### src/rtl/sample_accum.sv
// Block-sum decimator: reads 2^SAMPLE_RATE unsigned samples from a standard-read
// input FIFO, sums them, and writes one widened sum per block to the output FIFO.
module sample_accum #(
    parameter int SAMPLE_RATE = 4,
    parameter int DATA_WIDTH  = 14
) (
    input  logic                              clk,
    input  logic                              rst_n,
    input  logic                              clr,
    input  logic                              infifo_empty,
    output logic                              infifo_rd_en,
    input  logic [DATA_WIDTH-1:0]             infifo_dout,
    input  logic                              outfifo_full,
    output logic                              outfifo_wr_en,
    output logic [DATA_WIDTH+SAMPLE_RATE-1:0] outfifo_din,
    output logic                              busy
);

    localparam int             CW   = SAMPLE_RATE + 1;
    localparam int             SW   = DATA_WIDTH + SAMPLE_RATE;
    localparam logic [CW-1:0]  N    = CW'(2 ** SAMPLE_RATE);
    localparam logic [CW-1:0]  N_M1 = CW'(2 ** SAMPLE_RATE - 1);

    typedef enum logic {
        ACC,
        WRITE
    } state_t;

    state_t        state, state_nxt;
    logic [CW-1:0] rd_cnt, add_cnt;
    logic          rd_vld;
    logic [SW-1:0] acc;

    always_ff @(posedge clk or negedge rst_n) begin
        if (!rst_n) state <= ACC;
        else        state <= state_nxt;
    end

    // NOTE: every output of this block gets a default before the case, so no
    // path leaves a variable unassigned and no latch is inferred.
    always_comb begin
        state_nxt     = state;
        infifo_rd_en  = 1'b0;
        outfifo_wr_en = 1'b0;
        case (state)
            ACC: begin
                infifo_rd_en = !infifo_empty && (rd_cnt < N);
                if (rd_vld && (add_cnt == N_M1)) state_nxt = WRITE;
            end
            WRITE: begin
                outfifo_wr_en = !outfifo_full;
                if (!outfifo_full) state_nxt = ACC;
            end
            default: state_nxt = ACC;
        endcase
        if (clr) begin
            infifo_rd_en  = 1'b0;
            outfifo_wr_en = 1'b0;
            state_nxt     = ACC;
        end
        // Keep the read strobe quiet while reset is held, even with data waiting.
        if (!rst_n) infifo_rd_en = 1'b0;
    end

    // NOTE: sequential state uses non-blocking assignments so every register
    // samples pre-edge values regardless of process evaluation order.
    always_ff @(posedge clk or negedge rst_n) begin
        if (!rst_n) begin
            acc     <= '0;
            rd_cnt  <= '0;
            add_cnt <= '0;
            rd_vld  <= 1'b0;
        end else if (clr) begin
            acc     <= '0;
            rd_cnt  <= '0;
            add_cnt <= '0;
            rd_vld  <= 1'b0;
        end else if (outfifo_wr_en) begin
            acc     <= '0;
            rd_cnt  <= '0;
            add_cnt <= '0;
            rd_vld  <= 1'b0;
        end else begin
            rd_vld <= infifo_rd_en;
            if (infifo_rd_en) rd_cnt <= rd_cnt + 1'b1;
            // Data arrives one cycle after its strobe; rd_vld marks that cycle.
            if (rd_vld) begin
                acc     <= acc + SW'(infifo_dout);
                add_cnt <= add_cnt + 1'b1;
            end
        end
    end

    assign outfifo_din = acc;
    assign busy        = (state == WRITE) || (rd_cnt != '0);

endmodule

### config.mk
export PLATFORM = sky130hd
export DESIGN_NAME = sample_accum
export DESIGN_NICKNAME = d
export VERILOG_FILES = /design/src/rtl/sample_accum.sv
export SDC_FILE = /design/constraint.sdc
export NUM_CORES = 1
export LEC_CHECK = 0
export ABC_CLOCK_PERIOD_IN_PS = 2180
export BUFFER_PORTS_ARGS = -buffer_cell sky130_fd_sc_hd__buf_2
export CAP_MARGIN = 30
export CORE_MARGIN = 4
export CORE_UTILIZATION = 50
export CTS_CLUSTER_SIZE = 30
export DETAILED_ROUTE_END_ITERATION = 8
export GPL_TIMING_DRIVEN = 1
export MAX_ROUTING_LAYER = met4
export PLACE_DENSITY = 0.76
export SYNTH_ARGS = -nofsm -noshare
export SYNTH_HDL_FRONTEND = slang
export SYNTH_SLANG_ARGS = --single-unit
### constraint.sdc
create_clock -name clk -period 2.18 [get_ports clk]
set_input_delay 0 -clock clk [delete_from_list [all_inputs] [get_ports clk]]
set_output_delay 0 -clock clk [all_outputs]
set_load 0.01 [all_outputs]
# [Word level (Yosys, flattened, before mapping)]
# Index checks and enable logic that the tools add are counted.
[totals] ff_bits=30 in_bits=19 out_inout_bits=21
[classes] n_addsub=3 order_cmp=1 eq_ne=1 muxes=20 n_bitwise=1 reduce_logical=8
[op_table] cell="2-to-1 mux 18 bit" count=3
[op_table] cell="2-to-1 mux 5 bit" count=6
[op_table] cell="adder 18 x 14 -> 18 bit" count=1
[op_table] cell="adder 5 x 1 -> 5 bit (second input constant)" count=2
[op_table] cell="2-to-1 mux 1 bit" count=10
[op_table] cell="nonzero test 3 bit" count=2
[op_table] cell="== test 5 x 4 -> 1 bit (second input constant)" count=1
[op_table] cell="less-than comparator 5 bit (second input constant)" count=1
[op_table] cell="nonzero test 5 bit" count=1
[op_table] cell="logical AND 1 bit" count=2
[op_table] cell="logical NOT 1 bit" count=2
[op_table] cell="case mux 1 bit (2 select lines)" count=1
[op_table] cell="logical OR 1 bit" count=1
[op_table] cell="NOT 1 bit" count=1

# [Logic depth before layout (Yosys ltp)]
[logic_depth] ltp_word=8 ltp_mapped=9 ltp_nobuf=9

# [Least setup slack after synthesis]
# OpenSTA, ideal clock, no wires.
[synth_path] kind="reg-to-reg" from="reg acc[0], in the netlist outfifo_din[0]" to="reg acc[16], in the netlist outfifo_din[16]" setup_ns=0.077 t_arrival_ns=2.153 slack_ns=-0.050 stages_incl_launch_ff=10 n_path_buf=0 path_cell_list="dfrtp_1 -> ha_1 -> inv_1 -> fa_1 -> nand2b_1 -> a21oi_2 -> o211a_4 -> a211oi_4 -> or4_1 -> a21oi_1"
[synth_between] elab_chain_len=4
[synth_rtl] element="from (decl)" line="32" source="logic [SW-1:0] acc;"
[synth_rtl] element="from (signal assigned)" line="88" source="acc <= acc + SW'(infifo_dout);"
[synth_rtl] element="adder 18 x 14 -> 18 bit" line="88"
[synth_rtl] element="2-to-1 mux 18 bit" line="87" source="if (rd_vld) begin"
[synth_rtl] element="2-to-1 mux 18 bit" line="78" source="end else if (outfifo_wr_en) begin"
[synth_rtl] element="2-to-1 mux 18 bit" line="73" source="end else if (clr) begin"
# Every way passes these cells. The select of a mux whose other input is x is not followed.
# A chain may end at the register's enable or synchronous reset.

# [Worst setup path in the final report]
# Same ends and word-level chain as after synthesis.

==> results.toml <==
[power_and_ir_drop]
power.leakage_nw = 1.28
ir_drop_mv = 0.307
p_per_area_nw_per_um2 = 558
finalPower_w = 0.00141

[job]
cap_violations = 0

[sta]
hold_ws_ns = 0.0146
grt_setup_unrepaired = "yes"
max_clock_freq_ghz = 0.462
hold_viol_final = 0
max-slew-margin-rel = 0.709
finalCritPeriodShare = 0.994
skew_ns = 0.00692
tightest_slew_ns = 0.436
setup_slack_ns = 0.0139
setup_viol = 0
slew_violations = 0
min_period_ns = 2.17

[clock_network]
clk_pin_slew_ns = 0.06
clock_sinks = 30
clock-root-buffer = "clkbuf_8"
htreeDepth = 2
cts_tree = "yes"
numCtsBuffers = 5
cts.path.max_buffers = 2
clk-insertion-delay-late_ns = 0.28

[synthesis]
ys_seq_elements = 30
synth_most_common_cell = "dfrtp_1"
synth_fp_nets = 262
yosys_most_used_dff = "dfrtp_1"
synth_area_leader_cell = "dfrtp_1"
synth-adder-area-share = 0.119
synth-seq-area-share = 0.364
synth_async_sr_flop_share = 1.00
postSynthAreaPerCell_sq_um = 9.21
yosysUniqueCellTypes = 47
synth-edff-count = 0
synth_compound_area_frac = 0.170
yosysWarnings = 0
syn_inst = 224
synth_commonest_cells = "dfrtp_1 (30), nor2_1 (25), a21oi_1 (20)"
synth-simple-area-share = 0.203
synth_xor_area_frac = 0.0680
synth_top_family_by_area = "simple AND/OR/NAND/NOR gates"
synth_area_leaders = "dfrtp_1 (36%), ha_1 (11%), a21oi_1 (4.9%), nor2_1 (4.6%), mux2i_1 (3.9%)"
synth_top_area_share = 0.364
syn_area_sq_um = 2060
synth_mux_area_frac = 0.0388

[placement]
hpwl_um = 3410
dp_cells = 315
numPortBuffers = 39
dp_slack_ns = -0.0288
gp_congestion = 0.891

[finish]
diodes = 0
fin_cells = 324
fillers = 355
drive_gt1_frac = 0.277
layout.nets = 312
syn2layout_area_growth_pct = 22.8

[drt]
first_iter_violations = 130
firstDrtPassIters = 4
viasPerCell = 5.48
vias = 1775
wirelength_um = 4470
post_drt_wl_per_cell_um = 13.8
drc = 0
ant_nets = 0

[floorplan]
chipWidth_um = 72.2
pin_count = 40
dieArea_sq_um = 5220
die_h_um = 72.2
core_sq_um = 4000
fp-row-count = 23
initial_core_util = 0.515

[global_route]
grt_usage = 0.190
grt_first_pass_wirelength_um = 7590
grt_start_max_net_pins = 32
grt-ovfl-total = 0
grt_pass1_vias = 1707
antenna_found_initial = 0

[critical_path]
r2r-start = "outfifo_din[0]"
crit_slowest_cell = "or4_4"
reg2reg_depth = 9
crit_type = "reg2reg"
reg2reg_to = "outfifo_din[16]"
slowest_delay_ns = 0.49
crit_chain = "ha_2 > inv_2 > fa_2 > nand2b_4 > a21oi_4 > o211a_4 > a211oi_4 > or4_4 > a21oi_2"
cp.arrival_ns = 2.38
end_kind = "flip-flop"
rrSetupSlack_ns = 0.01
critPathCapture = "outfifo_din[16]"
worstSetupStartpoint = "outfifo_din[0]"
crit_required_ns = 2.40
crit_fanout = 4
critPathLaunchType = "flip-flop"

[worst_hold_path]
hold_class = "in2reg"

[outcome]
status = "finished, final reports clean"
[report_power, final]
group	switching, W	total [W]	internal (W)
clock network	0.000204	0.000569	0.000365
registers	0.0000119	0.000584	0.000572
logic	0.000146	0.000260	0.000114
[worst min-delay path by stage]
| stage | slack (ns) | endpoint | startpoint | cells past startpoint |
|---|---|---|---|---|
| 6_report | 0.01 | rd_vld | infifo_empty | 3 |
| 2_1_floorplan | -0.30 | add_cnt[0] | rst_n | 0 |
| 3_3_place_gp | 0.11 | outfifo_din[9] | rst_n | 2 |
| 4_1_cts | 0.007 | rd_vld | infifo_empty | 3 |
| 3_5_place_dp | 0.11 | outfifo_din[9] | rst_n | 2 |
| 5_1_grt | 0.02 | rd_vld | infifo_empty | 3 |
[worst max-delay path: cells and delay by family, from the launching register on]
family	cells	cell delay [ns]
flip-flops	1	0.35
buffers and inverters	1	0.04
AND/OR/NAND/NOR	2	0.65
adder cells (fa/ha/maj)	2	0.52
AO/OA/AOI/OAI	4	0.54
[cell usage in the layout (no fill, tap or decap), types with 3 or more instances in the layout]
master    instances
nand2b_1          6
a21oi_1          17
and3_1            4
a21oi_2           4
nor2_1           25
mux2i_1           8
a21o_1            3
buf_4            13
dfrtp_1          30
nand2_1          15
clkbuf_8          6
buf_2            39
nand4_1           4
o21ai_0          11
nand3b_1          6
ha_1             17
inv_1             6
nand3_1           4
xor2_1            9
xnor2_1           7
[layer usage]
| metal | track usage | up-vias | wire [um] |
|---|---|---|---|
| met5 | - | - | 0 |
| met4 | 0.0522 | 0 | 70 |
| met3 | 0.0526 | 11 | 219 |
| met2 | 0.311 | 39 | 2170 |
| met1 | 0.230 | 834 | 2010 |
| li1 | - | 891 | - |
[cells by family after synthesis]
| family | after synthesis |
|---|---|
| buffers and inverters | 17 |
| and+or+nand+nor | 81 |
| AOI/OAI and AO/OA | 53 |
| muxes | 8 |
| adders and majority gates | 19 |
| xor gates and xnor gates | 16 |
| DFF | 30 |
[flip-flops by register name (all words and copies together), names as in the netlist]
register	flops
add_cnt	5
outfifo_din	18
rd_cnt	5
rd_vld	1
state	1
[per-stage QoR]
step                instance area [sq um]  TNS [ns]   util
detailed placement                   2370   -0.0288  0.593
CTS                                  2510  -0.00375  0.627
finish                               2530         0  0.633
floorplan                            2070         0      -
global route                         2530    -0.111  0.633
global placement                     2370         0  0.593
[area by class of cell]
class | instances | area (sq um) | share of cell area
clock inverters | 1 | 30.0 | 0.0119
repair buffers | 53 | 303 | 0.120
flip-flops and latches | 30 | 751 | 0.297
inverters | 7 | 26.3 | 0.0104
clock buffers | 6 | 82.6 | 0.0326
well taps | 50 | 62.6 | 0.0247
multi-input cells | 177 | 1280 | 0.504
[timing repair]
| item | CTS | global route |
|---|---|---|
| buffers inserted | 1 | 0 |
| endpoints found under the setup margin | 1 | 5 |
| endpoints found under the hold margin | 30 | 0 |
| pin swaps | 3 | 3 |
| resized for setup | 2 | 7 |
| hold buffers | 1 | 0 |
No activity file was read; power rests on OpenSTA's default activity.
